### src/rtl/program_loader_sequencer_if.sv
// Serial byte stream and processor memory-port bundle
// for the program loader sequencer.
interface program_loader_sequencer_if;
  logic        rx_valid;
  logic [7:0]  rx_data;
  logic        rx_ready;
  logic        tx_valid;
  logic [7:0]  tx_data;
  logic        tx_ready;
  logic        pause;
  logic        externalMemoryControl;
  logic [31:0] externalAddress;
  logic [31:0] externalData;
  logic [2:0]  externalReadMode;
  logic [2:0]  externalWriteMode;
  logic [31:0] externalDataOut;
  logic        busy;
  logic        error;

  modport master (
    input  rx_valid,
    input  rx_data,
    input  tx_ready,
    input  externalDataOut,
    output rx_ready,
    output tx_valid,
    output tx_data,
    output pause,
    output externalMemoryControl,
    output externalAddress,
    output externalData,
    output externalReadMode,
    output externalWriteMode,
    output busy,
    output error
  );

  modport slave (
    output rx_valid,
    output rx_data,
    output tx_ready,
    output externalDataOut,
    input  rx_ready,
    input  tx_valid,
    input  tx_data,
    input  pause,
    input  externalMemoryControl,
    input  externalAddress,
    input  externalData,
    input  externalReadMode,
    input  externalWriteMode,
    input  busy,
    input  error
  );
endinterface

### src/rtl/program_loader_sequencer.sv
// Byte-command sequencer: loads program words, dumps memory
// over serial, and starts/stops the processor.
module program_loader_sequencer #(
  parameter logic [31:0] BASE_ADDR    = 32'd1024,
  parameter int unsigned MAX_WORDS    = 16384,
  parameter int unsigned READ_LATENCY = 1
) (
  input  logic                      clk,
  input  logic                      rst,
  program_loader_sequencer_if.master bus
);

  localparam logic [2:0]  MODE_NONE = 3'd0;
  localparam logic [2:0]  MODE_WORD = 3'd2;
  localparam logic [7:0]  CMD_L     = 8'h4C;
  localparam logic [7:0]  CMD_D     = 8'h44;
  localparam logic [7:0]  CMD_R     = 8'h52;
  localparam logic [7:0]  CMD_P     = 8'h50;
  localparam logic [31:0] MAX_W     = 32'(MAX_WORDS);
  localparam logic [7:0]  LAT       = 8'(READ_LATENCY);

  typedef enum logic [2:0] {
    S_IDLE,
    S_L_LEN,
    S_L_DATA,
    S_L_WRITE,
    S_D_ADDR,
    S_D_CNT,
    S_D_READ,
    S_D_SEND
  } state_t;

  state_t      state_q, state_d;
  logic [1:0]  cnt_q;
  logic [23:0] shift_q;
  logic [31:0] remain_q;
  logic [31:0] addr_q;
  logic [31:0] wdata_q;
  logic [31:0] rdata_q;
  logic [7:0]  lat_q;
  logic        tx_valid_q;
  logic [7:0]  tx_data_q;
  logic        pause_q;
  logic        emc_q;
  logic        err_q;

  logic        rx_ready;
  logic        rx_fire;
  logic        tx_fire;
  logic        byte_last;
  logic        last_word;
  logic        rd_done;
  logic        len_bad;
  logic [31:0] word_in;
  logic [2:0]  rd_mode;
  logic [2:0]  wr_mode;
  logic        busy;

  assign rx_fire   = bus.rx_valid & rx_ready;
  assign tx_fire   = tx_valid_q & bus.tx_ready;
  assign byte_last = (cnt_q == 2'd3);
  assign last_word = (remain_q == 32'd1);
  assign rd_done   = (lat_q == LAT);
  assign word_in   = {shift_q, bus.rx_data};
  assign len_bad   = (word_in > MAX_W);

  assign bus.rx_ready              = rx_ready;
  assign bus.tx_valid              = tx_valid_q;
  assign bus.tx_data               = tx_data_q;
  assign bus.pause                 = pause_q;
  assign bus.externalMemoryControl = emc_q;
  assign bus.externalAddress       = addr_q;
  assign bus.externalData          = wdata_q;
  assign bus.externalReadMode      = rd_mode;
  assign bus.externalWriteMode     = wr_mode;
  assign bus.busy                  = busy;
  assign bus.error                 = err_q;

  // State register
  always_ff @(posedge clk) begin
    if (rst) state_q <= S_IDLE;
    else     state_q <= state_d;
  end

  // Next-state: byte fields advance on the 4th byte of each field
  always_comb begin
    state_d = state_q;
    unique case (state_q)
      S_IDLE: begin
        if (rx_fire) begin
          if (bus.rx_data == CMD_L)      state_d = S_L_LEN;
          else if (bus.rx_data == CMD_D) state_d = S_D_ADDR;
        end
      end
      S_L_LEN: begin
        if (rx_fire && byte_last) begin
          if (word_in == 32'd0 || len_bad) state_d = S_IDLE;
          else                             state_d = S_L_DATA;
        end
      end
      S_L_DATA: begin
        if (rx_fire && byte_last) state_d = S_L_WRITE;
      end
      S_L_WRITE: begin
        state_d = last_word ? S_IDLE : S_L_DATA;
      end
      S_D_ADDR: begin
        if (rx_fire && byte_last) state_d = S_D_CNT;
      end
      S_D_CNT: begin
        if (rx_fire && byte_last) begin
          state_d = (word_in == 32'd0) ? S_IDLE : S_D_READ;
        end
      end
      S_D_READ: begin
        if (rd_done) state_d = S_D_SEND;
      end
      S_D_SEND: begin
        if (tx_fire && byte_last) begin
          state_d = last_word ? S_IDLE : S_D_READ;
        end
      end
    endcase
  end

  // Per-state outputs: memory modes only in L_WRITE / D_READ
  always_comb begin
    rx_ready = 1'b0;
    rd_mode  = MODE_NONE;
    wr_mode  = MODE_NONE;
    busy     = (state_q != S_IDLE);
    unique case (state_q)
      S_IDLE,
      S_L_LEN,
      S_L_DATA,
      S_D_ADDR,
      S_D_CNT:   rx_ready = 1'b1;
      S_L_WRITE: wr_mode  = MODE_WORD;
      S_D_READ:  if (lat_q < LAT) rd_mode = MODE_WORD;
      S_D_SEND:  rx_ready = 1'b0;
    endcase
  end

  // Datapath: field assembly, address/count, tx byte, pause line
  always_ff @(posedge clk) begin
    if (rst) begin
      cnt_q      <= 2'd0;
      shift_q    <= 24'd0;
      remain_q   <= 32'd0;
      addr_q     <= 32'd0;
      wdata_q    <= 32'd0;
      rdata_q    <= 32'd0;
      lat_q      <= 8'd0;
      tx_valid_q <= 1'b0;
      tx_data_q  <= 8'd0;
      pause_q    <= 1'b1;
      emc_q      <= 1'b1;
      err_q      <= 1'b0;
    end else begin
      err_q <= 1'b0;
      if (rx_fire) shift_q <= word_in[23:0];
      if ((rx_fire && state_q != S_IDLE) || tx_fire) begin
        cnt_q <= cnt_q + 2'd1;
      end
      unique case (state_q)
        S_IDLE: begin
          if (rx_fire) begin
            if (bus.rx_data == CMD_L || bus.rx_data == CMD_D ||
                bus.rx_data == CMD_P) begin
              pause_q <= 1'b1;
              emc_q   <= 1'b1;
            end else if (bus.rx_data == CMD_R) begin
              pause_q <= 1'b0;
              emc_q   <= 1'b0;
            end else begin
              err_q <= 1'b1;
            end
          end
        end
        S_L_LEN: begin
          if (rx_fire && byte_last) begin
            if (len_bad) err_q <= 1'b1;
            remain_q <= word_in;
            addr_q   <= BASE_ADDR;
          end
        end
        S_L_DATA: begin
          if (rx_fire && byte_last) wdata_q <= word_in;
        end
        S_L_WRITE: begin
          remain_q <= remain_q - 32'd1;
          if (!last_word) addr_q <= addr_q + 32'd4;
        end
        S_D_ADDR: begin
          if (rx_fire && byte_last) addr_q <= word_in;
        end
        S_D_CNT: begin
          if (rx_fire && byte_last) begin
            remain_q <= word_in;
            lat_q    <= 8'd0;
          end
        end
        S_D_READ: begin
          if (rd_done) begin
            lat_q      <= 8'd0;
            rdata_q    <= bus.externalDataOut;
            tx_valid_q <= 1'b1;
            tx_data_q  <= bus.externalDataOut[31:24];
          end else begin
            lat_q <= lat_q + 8'd1;
          end
        end
        S_D_SEND: begin
          if (tx_fire) begin
            if (byte_last) begin
              tx_valid_q <= 1'b0;
              remain_q   <= remain_q - 32'd1;
              if (!last_word) addr_q <= addr_q + 32'd4;
            end else begin
              rdata_q   <= {rdata_q[23:0], 8'h00};
              tx_data_q <= rdata_q[23:16];
            end
          end
        end
      endcase
    end
  end

endmodule

### src/flat_wrapper.sv
// flat-port wrapper written by rule: the top's interface ports become plain ports
module program_loader_sequencer_flat 
#(
  parameter logic [31:0] BASE_ADDR    = 32'd1024,
  parameter int unsigned MAX_WORDS    = 16384,
  parameter int unsigned READ_LATENCY = 1
)
  (clk, rst, bus_rx_valid, bus_rx_data, bus_tx_ready, bus_externalDataOut, bus_rx_ready, bus_tx_valid, bus_tx_data, bus_pause, bus_externalMemoryControl, bus_externalAddress, bus_externalData, bus_externalReadMode, bus_externalWriteMode, bus_busy, bus_error);
  program_loader_sequencer_if bus_i ();
  input  logic clk;
  input  logic rst;
  input wire logic [$bits(bus_i.rx_valid)-1:0] bus_rx_valid;
  input wire logic [$bits(bus_i.rx_data)-1:0] bus_rx_data;
  input wire logic [$bits(bus_i.tx_ready)-1:0] bus_tx_ready;
  input wire logic [$bits(bus_i.externalDataOut)-1:0] bus_externalDataOut;
  output wire logic [$bits(bus_i.rx_ready)-1:0] bus_rx_ready;
  output wire logic [$bits(bus_i.tx_valid)-1:0] bus_tx_valid;
  output wire logic [$bits(bus_i.tx_data)-1:0] bus_tx_data;
  output wire logic [$bits(bus_i.pause)-1:0] bus_pause;
  output wire logic [$bits(bus_i.externalMemoryControl)-1:0] bus_externalMemoryControl;
  output wire logic [$bits(bus_i.externalAddress)-1:0] bus_externalAddress;
  output wire logic [$bits(bus_i.externalData)-1:0] bus_externalData;
  output wire logic [$bits(bus_i.externalReadMode)-1:0] bus_externalReadMode;
  output wire logic [$bits(bus_i.externalWriteMode)-1:0] bus_externalWriteMode;
  output wire logic [$bits(bus_i.busy)-1:0] bus_busy;
  output wire logic [$bits(bus_i.error)-1:0] bus_error;
  assign bus_i.rx_valid = bus_rx_valid;
  assign bus_i.rx_data = bus_rx_data;
  assign bus_i.tx_ready = bus_tx_ready;
  assign bus_i.externalDataOut = bus_externalDataOut;
  assign bus_rx_ready = bus_i.rx_ready;
  assign bus_tx_valid = bus_i.tx_valid;
  assign bus_tx_data = bus_i.tx_data;
  assign bus_pause = bus_i.pause;
  assign bus_externalMemoryControl = bus_i.externalMemoryControl;
  assign bus_externalAddress = bus_i.externalAddress;
  assign bus_externalData = bus_i.externalData;
  assign bus_externalReadMode = bus_i.externalReadMode;
  assign bus_externalWriteMode = bus_i.externalWriteMode;
  assign bus_busy = bus_i.busy;
  assign bus_error = bus_i.error;
  program_loader_sequencer #(.BASE_ADDR(BASE_ADDR), .MAX_WORDS(MAX_WORDS), .READ_LATENCY(READ_LATENCY)) u_core (.clk(clk), .rst(rst), .bus(bus_i));
endmodule
### config.mk
export PLATFORM = sky130hd
export DESIGN_NAME = program_loader_sequencer_flat
export DESIGN_NICKNAME = d
export VERILOG_FILES = /design/src/rtl/program_loader_sequencer_if.sv /design/src/rtl/program_loader_sequencer.sv /design/src/flat_wrapper.sv
export SDC_FILE = /design/constraint.sdc
export NUM_CORES = 1
export LEC_CHECK = 0
export ABC_AREA = 1
export CAP_MARGIN = 10
export CORE_UTILIZATION = 42
export CTS_BUF_LIST = sky130_fd_sc_hd__clkbuf_16
export CTS_CLUSTER_SIZE = 24
export DETAILED_ROUTE_END_ITERATION = 8
export PLACE_DENSITY = 0.74
export SYNTH_ARGS = -nofsm -noshare
export SYNTH_HDL_FRONTEND = slang
export SYNTH_SLANG_ARGS = --single-unit
export TNS_END_PERCENT = 50
### constraint.sdc
create_clock -name clk -period 4.1 [get_ports clk]
set_clock_uncertainty 0.05 [all_clocks]
set_input_delay 0.82 -clock clk [delete_from_list [all_inputs] [get_ports clk]]
set_output_delay 0.82 -clock clk [all_outputs]
set_load 0.02 [all_outputs]
==> flow_metrics.tcl <==
set metrics [dict create \
    cp.arrival_ns 2.50 \
    design_area_sq_um 11200 \
    gr-usage-all-layers_pct 24.2 \
    layout-drive-gt1-share_pct 3.71 \
    synthArstFlopShare_pct 0 \
    synth_mux_area_share_pct 0 \
    power_per_cell_area_nw_per_um2 319 \
    synth.avg_cell_area_sq_um 6.08 \
    clockRootBuffer "clkbuf_16" \
    grt_pass1_wl_um 43200 \
    ys_seq_area_share_pct 36.4 \
    routedWlPerCell_um 14.6 \
    synth_top_cell_area_share_pct 36.4 \
    cpMaxStageDelayCell "clkdlybuf4s50_1" \
    min_path_type "reg -> reg" \
    final_common_cell "nand2_1" \
    path_class "reg -> out" \
    tightest_slew_ns 1.11 \
    required_ns 3.23 \
    synthAdderAreaFrac_pct 0.948 \
    setup_viol 0 \
    port_buffers 123 \
    core-area_sq_um 21300 \
    syn_inst 1519 \
    max-vdd-ir-drop_mv 0.200 \
    num_vias 9951 \
    p_leak_nw 4.69 \
    synth_xor_area_share_pct 1.04 \
    grt_max_degree 84 \
    drt-initial-drc-count 784 \
    drt_wl_total_um 27500 \
    synth_top_family_by_area "simple AND/OR/NAND/NOR gates" \
    synth_seq_cells 168 \
    maxCapViolations 0 \
    start_util_pct 43.4 \
    clk_pin_slew_ns 0.07 \
    synth.area.top_cells "dfxtp_1 (36%), nand2_1 (16%), nor2_1 (13%)" \
    rows 53 \
    htreeDepth 4 \
    crit_buf_inv 1 \
    vias_per_cell 5.26 \
    cts_made_buffers 17 \
    yosys_warnings 0 \
    total_power_mw 3.57 \
    cts_tree "done" \
    clk_latency_ns 0.44 \
    drv_slew 0 \
    cts_hold_buffers 0 \
    finalCriticalPeriod_ns 3.37 \
    clockBufferDepth 2 \
    worstPathMaxFanout 11 \
    final_cell_mix "nand2_1 (387), nor2_1 (332), dfxtp_1 (168)" \
    drc 0 \
    antenna_found_initial 0 \
    fmaxAchievable_ghz 0.297 \
    place_area_sq_um 10600 \
    grt_setup_unrepaired "no" \
    fin_crit_sh_pct 82.3 \
    yosys.area.top_type "dfxtp_1" \
    hold_viol_final 0 \
    synth_compound_area_share_pct 14.0 \
    gp_congestion 0.932 \
    slowest_delay_ns 0.60 \
    ys.flop_type "dfxtp_1" \
    yosys.area_share.simple_pct 38.9 \
    ant_nets 0 \
    cts.sinks 168 \
    synth_area_sq_um 9240 \
    drt_pass1_iterations 6 \
    num_io_pins 128 \
    ctsResizeCount 0 \
    grt_remaining_overflow 0 \
    slew_headroom_pct 26.2 \
    hpwl_um 19600 \
    fillerInstances 2129 \
    synth-edff-count 0 \
    crit_chain "nand2_1 > nor2_1 > and3_1 > clkdlybuf4s50_1" \
    dieHeight_um 150 \
    fin_tns_setup_ns 0 \
    die_area_sq_um 22600 \
    endpoint_kind "primary output" \
    dieWidth_um 150 \
    crit_path_start_kind "register" \
    crit_family "simple AND/OR/NAND/NOR gates" \
    synth_cell_type_count 40 \
    grt_pass1_vias 8658 \
    fin_nets 1654 \
    area_growth_pct 21.3 \
    status "finished, final reports clean" \
    post_cts_buffers 0 \
    antenna_cells 0 \
]
[synth_stat cells (2+ instances only)]
library cell	n
a21oi_1	135
buf_2	14
buf_4	6
clkbuf_1	50
dfxtp_1	168
ha_1	7
inv_1	125
inv_2	3
nand2_1	388
nand2_2	2
nand3_1	125
nand3b_1	2
nand4_1	14
nor2_1	332
nor2_4	2
nor3_1	6
o211ai_1	6
o21ai_0	99
o21ai_1	2
o22ai_1	3
o31ai_1	2
xnor2_1	5
xor2_1	6
[cell families after synthesis]
kind of cell / Yosys count
adder cells (fa/ha/maj): 7
other: 1
XOR/XNOR: 11
AO/OA/AOI/OAI: 251
flip-flops: 168
AND/OR/NAND/NOR: 881
buffers and inverters: 200
[routing by layer]
layer	track usage [%]	wire length (um)	vias up
met5	0	0	-
met1	32.0	12400	4595
met2	39.5	13000	293
met3	4.18	1450	49
met4	8.69	685	0
li1	-	-	5014
[path summary, 6_finish.rpt]
| path | slack [ns] | start | to | depth (start not counted) |
|---|---|---|---|---|
| max | 0.73 | u_core.state_q[2] | bus_externalReadMode[1] | 4 |
| min | 0.42 | u_core.lat_q[4] | u_core.lat_q[4] | 2 |
| max reg2reg | 1.23 | u_core.state_q[1] | u_core.bus.externalAddress[17] | 11 |
| min reg2reg | 0.42 | u_core.lat_q[4] | u_core.lat_q[4] | 2 |
[tightest hold or removal path, delay by kind of cell, from the launching register on]
kind             cells  cell delay [ns]
AO/OA/AOI/OAI        1             0.05
AND/OR/NAND/NOR      1             0.06
flip-flops           1             0.31
[per-stage QoR]
step	setup slack, ns	util (%)	cells	hold slack, ns
floorplan	1.98	-	1522	0.379
global placement	1.11	49.7	1859	0.401
detailed placement	1.06	49.7	1859	0.405
CTS	0.731	52.6	1891	0.416
global route	0.560	52.6	1891	0.441
finish	0.727	52.6	1891	0.420
[area by class of cell]
type | instances | area, sq um | share of cell area (%)
multi-input cells | 1154 | 5090 | 45.4
flip-flops and latches | 168 | 3360 | 30.0
repair buffers | 134 | 1310 | 11.7
inverters | 128 | 480 | 4.29
clock buffers | 17 | 425 | 3.80
well taps | 275 | 344 | 3.07
clock inverters | 15 | 193 | 1.72
[report_power, final]
group | internal [mW] | total [mW] | switching (mW)
combinational | 0.0733 | 0.197 | 0.124
clock | 0.974 | 1.70 | 0.731
sequential | 1.65 | 1.67 | 0.0203
[state kept, by name, indices dropped and copies added, names as in the netlist]
signal,flops
u_core.bus.pause,1
u_core.bus.tx_data,8
u_core.cnt_q,2
u_core.state_q,3
u_core.bus.tx_valid,1
u_core.remain_q,32
u_core.shift_q,24
u_core.rdata_q,24
u_core.bus.externalData,32
u_core.bus.externalAddress,32
u_core.bus.error,1
u_core.lat_q,8
No activity file was read; power rests on OpenSTA's default activity.
